File: src/rtl/pc_ras_unit_pkg.sv
`default_nettype none
// +--------------------------------------------------------------------+
// | pc_ras_unit_pkg: shared defines and RAS operation encoding          |
// | Rev 1.0                                                             |
// +--------------------------------------------------------------------+
package pc_ras_unit_pkg;

  localparam logic        RST_ENABLE       = 1'b0;
  localparam int          INST_ADDR_LENGTH = 16;
  localparam logic [15:0] ZERO16           = 16'h0000;

  typedef enum logic [2:0] {
    RAS_NOP     = 3'd0,
    RAS_PUSH    = 3'd1,
    RAS_POP     = 3'd2,
    RAS_REPLACE = 3'd3,
    RAS_CLEAR   = 3'd4
  } ras_op_e;

endpackage
`default_nettype wire

File: src/rtl/pc_ras_unit_ras_stack.sv
`default_nettype none
// +--------------------------------------------------------------------+
// | ras_stack: circular return-address stack, oldest entry overwritten  |
// | Rev 1.0                                                             |
// +--------------------------------------------------------------------+
module ras_stack
  import pc_ras_unit_pkg::*;
#(
  parameter  int DEPTH = 4,
  parameter  int WIDTH = 16,
  localparam int PTR_W = $clog2(DEPTH),
  localparam int CNT_W = PTR_W + 1
) (
  input  logic             clk_i,
  input  logic             rst_i,
  input  ras_op_e          i_op,
  input  logic [WIDTH-1:0] i_data,
  output logic [WIDTH-1:0] o_top,
  output logic [CNT_W-1:0] o_count
);

  localparam logic [CNT_W-1:0] c_full = CNT_W'(DEPTH);

  logic [WIDTH-1:0] r_mem [DEPTH];
  logic [PTR_W-1:0] r_sp;
  logic [CNT_W-1:0] r_count;
  logic [PTR_W-1:0] w_top_idx;

  // r_sp points at the next free slot; the top sits one below it.
  assign w_top_idx = r_sp - PTR_W'(1);

  always_ff @(posedge clk_i) begin
    if (rst_i == RST_ENABLE) begin
      r_sp    <= '0;
      r_count <= '0;
    end else begin
      case (i_op)
        RAS_PUSH: begin
          r_sp <= r_sp + PTR_W'(1);
          if (r_count != c_full) r_count <= r_count + CNT_W'(1);
        end
        RAS_POP: begin
          r_sp <= w_top_idx;
          if (r_count != '0) r_count <= r_count - CNT_W'(1);
        end
        RAS_CLEAR: begin
          r_sp    <= '0;
          r_count <= '0;
        end
        default: ;
      endcase
    end
  end

  // Entry storage is unreset; writes are still suppressed during reset.
  always_ff @(posedge clk_i) begin
    if (rst_i != RST_ENABLE) begin
      if (i_op == RAS_PUSH)         r_mem[r_sp]      <= i_data;
      else if (i_op == RAS_REPLACE) r_mem[w_top_idx] <= i_data;
    end
  end

  assign o_top   = r_mem[w_top_idx];
  assign o_count = r_count;

endmodule
`default_nettype wire

File: src/rtl/pc_ras_unit.sv
`default_nettype none
// +--------------------------------------------------------------------+
// | pc_ras_unit: fetch PC generator with hold/flush/ret/redirect and RAS |
// | Rev 1.0                                                             |
// +--------------------------------------------------------------------+
module pc_ras_unit
  import pc_ras_unit_pkg::*;
#(
  parameter int                ADDR_W    = INST_ADDR_LENGTH,
  parameter int unsigned       STEP      = 1,
  parameter logic [ADDR_W-1:0] RESET_VEC = ADDR_W'(ZERO16),
  parameter logic [ADDR_W-1:0] FLUSH_VEC = ADDR_W'(ZERO16),
  parameter int                RAS_DEPTH = 4
) (
  input  logic                         clk_i,
  input  logic                         rst_i,
  input  logic [5:0]                   stall_i,
  input  logic                         pcNewFlag_i,
  input  logic [ADDR_W-1:0]            PC_i,
  input  logic                         call_i,
  input  logic                         ret_i,
  output logic [ADDR_W-1:0]            PC_o,
  output logic [$clog2(RAS_DEPTH):0]   ras_count_o,
  output logic                         ras_underflow_o
);

  localparam logic [ADDR_W-1:0] c_step = ADDR_W'(STEP);

  logic [ADDR_W-1:0]          r_pc;
  logic                       r_underflow;
  logic [ADDR_W-1:0]          w_pc_next;
  logic [ADDR_W-1:0]          w_pc_inc;
  logic                       w_uf_next;
  logic                       w_hold;
  logic                       w_flush;
  logic                       w_empty;
  ras_op_e                    w_op;
  logic [ADDR_W-1:0]          w_top;
  logic [$clog2(RAS_DEPTH):0] w_count;
  logic                       w_unused_stall;

  assign w_unused_stall = ^stall_i[3:0];
  assign w_hold   = stall_i[5] & stall_i[4];
  assign w_flush  = stall_i[5] & ~stall_i[4];
  assign w_pc_inc = r_pc + c_step;
  assign w_empty  = (w_count == '0);

  always_comb begin
    w_pc_next = w_pc_inc;
    w_uf_next = 1'b0;
    w_op      = RAS_NOP;
    if (w_hold) begin
      w_pc_next = r_pc;
    end else if (w_flush) begin
      w_pc_next = FLUSH_VEC;
      w_op      = RAS_CLEAR;
    end else if (ret_i) begin
      if (pcNewFlag_i && call_i) begin
        // Tail call: swap the return target in place; an empty stack just takes a push.
        w_pc_next = PC_i;
        w_op      = w_empty ? RAS_PUSH : RAS_REPLACE;
      end else if (!w_empty) begin
        w_pc_next = w_top;
        w_op      = RAS_POP;
      end else begin
        w_uf_next = 1'b1;
      end
    end else if (pcNewFlag_i) begin
      w_pc_next = PC_i;
      if (call_i) w_op = RAS_PUSH;
    end
  end

  always_ff @(posedge clk_i) begin
    if (rst_i == RST_ENABLE) begin
      r_pc        <= RESET_VEC;
      r_underflow <= 1'b0;
    end else begin
      r_pc        <= w_pc_next;
      r_underflow <= w_uf_next;
    end
  end

  ras_stack #(
    .DEPTH (RAS_DEPTH),
    .WIDTH (ADDR_W)
  ) u_ras_stack (
    .clk_i   (clk_i),
    .rst_i   (rst_i),
    .i_op    (w_op),
    .i_data  (w_pc_inc),
    .o_top   (w_top),
    .o_count (w_count)
  );

  assign PC_o            = r_pc;
  assign ras_count_o     = w_count;
  assign ras_underflow_o = r_underflow;

endmodule
`default_nettype wire

File: config.mk
export PLATFORM = sky130hd
export DESIGN_NAME = pc_ras_unit
export DESIGN_NICKNAME = d
export VERILOG_FILES = /design/src/rtl/pc_ras_unit_pkg.sv /design/src/rtl/pc_ras_unit_ras_stack.sv /design/src/rtl/pc_ras_unit.sv
export SDC_FILE = /design/constraint.sdc
export NUM_CORES = 1
export LEC_CHECK = 0
export ABC_CLOCK_PERIOD_IN_PS = 4600
export BUFFER_PORTS_ARGS = -buffer_cell sky130_fd_sc_hd__buf_2
export CAP_MARGIN = 30
export CORE_ASPECT_RATIO = 0.75
export CORE_MARGIN = 8
export CORE_UTILIZATION = 59
export CTS_CLUSTER_DIAMETER = 120
export CTS_CLUSTER_SIZE = 8
export DETAILED_ROUTE_END_ITERATION = 7
export PLACE_DENSITY = 0.8
export SLEW_MARGIN = 20
export SYNTH_ARGS = -nofsm -noshare
export SYNTH_HDL_FRONTEND = slang
export SYNTH_SLANG_ARGS = --single-unit
export TNS_END_PERCENT = 20
File: constraint.sdc
create_clock -name clk_i -period 4.6 [get_ports clk_i]
set_clock_uncertainty 0.15 [all_clocks]
set_input_delay 0.92 -clock clk_i [delete_from_list [all_inputs] [get_ports clk_i]]
set_output_delay 0.92 -clock clk_i [all_outputs]
set_load 0.01 [all_outputs]
## Yosys cells after proc, flatten, opt, wreduce, memory -nomap -nowiden

Memory sizes are Yosys's and may differ from the RTL's.
Index checks and enable logic that the tools add are counted.

- Add/subtract/negate cells: 5
- Multiply operators: 0
- Divide/modulo/power cells: 0
- $lt $le $gt $ge: 0
- Eq/ne operators: 7
- Shift-type cells: 0
- Muxes and demuxes: 28
- Bitwise operators: 5
- Reduce and logical (&&, ||, !) cells: 7

Operators by type and width:

| cell | number |
|---|---|
| $mux W16 | 6 |
| $add A16 B1 Y16 const B | 1 |
| $reduce_or A16 Y1 | 1 |
| $mux W3 | 5 |
| $mux W1 | 11 |
| $pmux W3 S3 | 1 |
| $mux W2 | 4 |
| $eq A3 B2 Y1 const B | 2 |
| $pmux W2 S3 | 1 |
| $reduce_bool A3 Y1 | 2 |
| $reduce_or A5 Y1 | 1 |
| $ne A2 B1 Y1 const B | 2 |
| $add A3 B1 Y3 const B | 1 |
| $eq A3 B1 Y1 const B | 1 |
| $eq A3 B3 Y1 const B | 1 |
| $logic_not A3 Y1 | 1 |
| $ne A3 B3 Y1 const B | 1 |
| $not A1 Y1 | 3 |
| $reduce_and A3 Y1 | 1 |
| $sub A3 B1 Y3 const B | 1 |
| $add A2 B1 Y2 const B | 1 |
| $and A1 B1 Y1 | 2 |
| $sub A2 B1 Y2 const B | 1 |
| $logic_and A1 B1 Y1 | 1 |

- Register bits: 22
- Latch bits: 0
- RAM bits: 64
- ROM bits: 0
- Input bits: 27
- Output and inout port bits: 20
- Memories kept: 1

Memories:

| memory | depth | bits a word | rd ports | clocked after Yosys merged registers in | wr ports | RTL line | text |
|---|---|---|---|---|---|---|---|
| u_ras_stack.r_mem | 4 | 16 | 1 | 0 | 1 | pc_ras_unit_ras_stack.sv:24 | `logic [WIDTH-1:0] r_mem [DEPTH];` |

## Logic depth before layout (Yosys ltp)

- Depth after elaboration: 13
- Gate-level depth with buffers: 7
- Depth with buffers taken out: 6

## By module

Synthesis repeated with hierarchy kept, for this count alone.

- Cell total of the unflattened synthesis: 358
- Area total of the unflattened synthesis: 4287.9 um^2

Modules (own cells, without submodules):

| module | times used | cells each | area each (um^2) | seq. area each (um^2) |
|---|---|---|---|---|
| ras_stack | 1 | 130 | 2695.1 | 2021.9 |
| pc_ras_unit | 1 | 228 | 1592.8 | 340.3 |

## Worst setup path after synthesis

Ideal clock, no wire load.

- Path type: input -> register
- Start point: in stall_i[5]
- End point: mem u_ras_stack.r_mem[2][0] (enable)
- Library setup time: 0.430 ns
- Arrival time: 3.273 ns
- Required time: 4.020 ns
- Path slack: 0.746 ns
- Cell stages on the path: 5
- Path buffers: 2
- Cells stage by stage: clkbuf_8 > nor2b_1 > buf_2 > nand2_1 > nor4_1

- Word-level cells in the longest chain between the ends: 10
- Elaborated cells on any way between the ends: 16
- Classes of those cells: eq/ne (2); mux (11); bitwise (2); reduce/logical (1)

Ends and longest elaborated chain:

| item | RTL line | text |
|---|---|---|
| start: declaration | pc_ras_unit.sv:17 | `input logic [5:0] stall_i,` |
| $and A1 B1 Y1 | pc_ras_unit.sv:44 | `assign w_flush = stall_i[5] & ~stall_i[4];` |
| $mux W3 | pc_ras_unit.sv:54 | `end else if (w_flush) begin` |
| $mux W3 (*) | pc_ras_unit.sv:52 | `if (w_hold) begin` |
| $eq A3 B2 Y1 | pc_ras_unit_ras_stack.sv:59 | `else if (i_op == RAS_REPLACE) r_mem[w_top_idx] <= i_data;` |
| $mux W1 | pc_ras_unit_ras_stack.sv:59 |  |
| $mux W1 | pc_ras_unit_ras_stack.sv:58 | `if (i_op == RAS_PUSH) r_mem[r_sp] <= i_data;` |
| $mux W1 | pc_ras_unit_ras_stack.sv:57 | `if (rst_i != RST_ENABLE) begin` |
| $mux W1 (not written as such) | pc_ras_unit_ras_stack.sv:59 |  |
| $reduce_or A16 Y1 (no line) | - |  |
| $mux W2 (no line) or $mux W1 (tied branches) | - |  |
| end: declaration | pc_ras_unit_ras_stack.sv:24 |  |

Every way passes the cells marked *; elsewhere a longest branch is shown, timed or not.

## Final worst setup path

- Start point: reg u_ras_stack.r_count[0] (netlist: u_ras_stack.o_count[0])
- End point: mem u_ras_stack.r_mem[1][7] (enable)

- Word-level cells in the longest chain between the ends: 13
- Elaborated cells on any way between the ends: 19
- Classes of those cells: eq/ne (2); mux (15); reduce/logical (2)

Ends and longest elaborated chain:

| item | RTL line | text |
|---|---|---|
| start: declaration | pc_ras_unit_ras_stack.sv:26 | `logic [CNT_W-1:0] r_count;` |
| start signal: assignment | pc_ras_unit_ras_stack.sv:40 | `if (r_count != c_full) r_count <= r_count + CNT_W'(1);` |
| start signal: assignment | pc_ras_unit_ras_stack.sv:44 | `if (r_count != '0) r_count <= r_count - CNT_W'(1);` |
| $logic_not A3 Y1 (*) | pc_ras_unit.sv:46 | `assign w_empty = (w_count == '0);` |
| $mux W2, on equally long branches | pc_ras_unit.sv:62, pc_ras_unit.sv:61 |  |
| $mux W2 (*) | pc_ras_unit.sv:58 | `if (pcNewFlag_i && call_i) begin` |
| $mux W3 (*) | pc_ras_unit.sv:57 | `end else if (ret_i) begin` |
| $mux W3 (*) | pc_ras_unit.sv:54 |  |
| $mux W3 (*) | pc_ras_unit.sv:52 |  |
| $eq A3 B2 Y1 | pc_ras_unit_ras_stack.sv:59 |  |
| $mux W1 | pc_ras_unit_ras_stack.sv:59 |  |
| $mux W1 | pc_ras_unit_ras_stack.sv:58 |  |
| $mux W1 | pc_ras_unit_ras_stack.sv:57 |  |
| $mux W1 (not written as such) | pc_ras_unit_ras_stack.sv:59 |  |
| $reduce_or A16 Y1 (no line) | - |  |
| $mux W2 (no line) or $mux W1 (tied branches) | - |  |

Marks and branches as above.

==> flow_summary_export.csv <==
group,metric,value,unit
outcome,status,"finished, final reports clean",
timing,setup_ws,1.49,ns
job,drv_cap,0,
timing,finalHoldViolCount,0,
setup_path,path_max_fanout,14,
pwr,p_leak,0.00166,uW
grt,grt_pass1_vias,3071,
setup_path,reg2reg_setup_slack,1.49,ns
logic_synthesis,syn_nets,369,
timing,finalSetupViolCount,0,
clock_tree,holdBufCountCts,0,
logic_synthesis,synthFlopType,"edfxtp_1",
grt,grt_max_degree,20,
detailed_routing,vias_per_cell,6.37,
floorplanning,placementRows,27,
logic_synthesis,async_reset_ff_frac,0,
timing,finalCritPeriodShare,0.677,
timing,min_period,3.11,ns
floorplanning,coreArea,7230,um2
layout,num-fill-cells,577,
logic_synthesis,ys_types,70,
layout,layout-drive-gt1-share,0.265,
clock_tree,post_cts_buffers,0,
detailed_routing,drt_iter0_drc,281,
placement,hpwl,7200,um
logic_synthesis,yosysSeqAreaShare,0.546,
grt,grt_overflow,0,
clock_tree,cts_root_buffer,"clkbuf_8",
layout,diodes,0,
layout,syn_to_final_growth,10.4,%
grt,antenna_found_initial,0,
setup_path,end_kind,"register",
detailed_routing,wl_per_cell,21.1,um
placement,io_buffers,42,
floorplanning,die_w,115,um
timing,slew_viol_final,0,
setup_path,worstPathRequired,4.51,ns
clock_tree,clock_latency,0.36,ns
floorplanning,die_area,10400,um2
layout,fin_nets,409,
pwr,ir_worst_vdd,0.277,mV
detailed_routing,num_vias,3095,
timing,finalSetupTns,0,ns
min_path,hp-class,"reg2reg",
clock_tree,clk_pin_slew,0.09,ns
logic_synthesis,ys_warn_count,0,
setup_path,criticalPathCategory,"reg2reg",
timing,slew_headroom,0.445,
placement,gp_congestion,0.846,
logic_synthesis,synth_cells,340,
clock_tree,cts_tree,"yes",
logic_synthesis,synth_edf_count,64,
timing,max_freq,0.321,GHz
detailed_routing,wl,10200,um
detailed_routing,ant_nets,0,
pwr,p_per_area,333,nW/um2
floorplanning,die_y,90.2,um
floorplanning,ios,47,
clock_tree,ctsResizeCount,0,
timing,rsz0062_at_grt,"no",
timing,worst_slew_pin_slew,0.831,ns
logic_synthesis,syn_area,4330,um2
floorplanning,start_util,0.598,
detailed_routing,firstDrtPassIters,5,
detailed_routing,drc,0,
setup_path,start_kind,"register",
setup_path,arrival,3.02,ns
clock_tree,cts_max_path_buffers,2,
placement,pre_cts_ws,1.30,ns
grt,grtUsageTotal,0.205,
logic_synthesis,yosys_register_bits,86,
clock_tree,cts_sinks,86,
clock_tree,h-tree-depth,3,
clock_tree,numCtsBuffers,9,
logic_synthesis,syn_area_per_cell,12.7,um2
grt,grt_pass1_wl,16300,um
[where the power goes]
part / internal [uW] / leakage (uW) / switching, uW / total, uW
Clock: 199 / 0.0000793 / 273 / 472
Combinational: 96.5 / 0.000822 / 137 / 234
Sequential: 854 / 0.000763 / 31.8 / 886
Total: 1150 / 0.00166 / 442 / 1590
[cell families (layout without fill, tap and decap cells)]
logic type	Yosys count	count (layout)	share of synthesized area
adders and majority gates	2	2	0.00752
and+or+nand+nor	95	95	0.123
xor gates and xnor gates	14	14	0.0283
AOI/OAI and AO/OA	91	91	0.153
buffers and inverters	28	73	0.0405
DFF	86	86	0.546
muxes	24	24	0.102
[critical path, cell delays in order, from the launching register on]
cell     delay (ns)
dfxtp_1        0.52
or3_1          0.69
nand2_8        0.08
nor3_1         0.44
nand2_1        0.13
a21oi_2        0.47
buf_4          0.31
[synth_stat cells (3+ instances only)]
library cell / count / area, um2
o22ai_1: 8 / 50.1
xnor2_1: 9 / 78.8
buf_2: 6 / 30.0
mux2i_1: 7 / 70.1
mux4_2: 16 / 360
nand4_1: 4 / 25.0
clkbuf_1: 6 / 22.5
a21oi_1: 11 / 55.1
edfxtp_1: 64 / 1920
inv_1: 5 / 18.8
a31oi_1: 4 / 25.0
dfxtp_1: 22 / 440
xor2_1: 5 / 43.8
a22oi_1: 4 / 30.0
nor2_1: 12 / 45.0
a21o_1: 3 / 22.5
nand2_1: 36 / 135
nor2b_1: 5 / 31.3
and3_1: 3 / 18.8
o21ai_1: 4 / 20.0
o21a_1: 4 / 30.0
nand3_1: 4 / 20.0
o2bb2ai_1: 3 / 26.3
o221ai_1: 8 / 70.1
nand2b_1: 3 / 18.8
buf_6: 6 / 67.6
nor3_1: 7 / 35.0
o21ai_0: 17 / 85.1
[metrics by stage]
stage	instance area, um2	util	hold slack [ns]	total power (uW)	instances
floorplan	4330	-	0.352	1070	340
global placement	4590	0.634	0.315	1120	469
detailed placement	4600	0.637	0.353	1130	470
CTS	4770	0.660	0.366	1600	486
global route	4770	0.660	0.371	1650	486
finish	4770	0.660	0.361	1590	486
[per-layer routing]
metal  track usage  up-vias  routed length [um]
li1              -     1406                   -
met2         0.305      163                4650
met1         0.281     1500                4340
met3        0.0568       26                1040
met4        0.0709        0                 208
met5             0        -                   0
[placed cells by master (no fill, tap or decap), types with 8 or more instances in the layout]
| cell type | count |
|---|---|
| o21ai_0 | 17 |
| a21oi_1 | 10 |
| o221ai_1 | 8 |
| buf_2 | 42 |
| mux4_2 | 16 |
| dfxtp_1 | 22 |
| edfxtp_1 | 64 |
| buf_4 | 8 |
| clkbuf_8 | 9 |
| o22ai_1 | 8 |
| nor2_1 | 12 |
| xnor2_1 | 9 |
| nand2_1 | 36 |
[registers in the layout (all words and copies together), names as in the netlist]
register	cells
PC_o	16
u_ras_stack.r_sp	2
u_ras_stack.o_count	3
ras_underflow_o	1
u_ras_stack.r_mem	64
[path summary, 6_finish.rpt]
path | endpoint | cells after the start | startpoint
hold reg to reg | PC_o[15]$_SDFFE_PN0N_ | 1 | PC_o[15]$_SDFFE_PN0N_
setup reg to reg | u_ras_stack.r_mem[1][7]$_DFFE_PP_ | 6 | u_ras_stack.o_count[0]$_SDFFE_PN0P_
hold / removal | PC_o[15]$_SDFFE_PN0N_ | 1 | PC_o[15]$_SDFFE_PN0N_
setup / recovery | u_ras_stack.r_mem[1][7]$_DFFE_PP_ | 6 | u_ras_stack.o_count[0]$_SDFFE_PN0P_
[layout make-up]
cell class | count | area, um2 | area share
inverters | 6 | 22.5 | 0.00472
well taps | 101 | 126 | 0.0265
repair buffers | 51 | 285 | 0.0597
clock buffers | 10 | 128 | 0.0267
multi-input cells | 226 | 1810 | 0.378
clock inverters | 6 | 45.0 | 0.00943
flip-flops and latches | 86 | 2360 | 0.495
No activity file was read; power rests on OpenSTA's default activity.
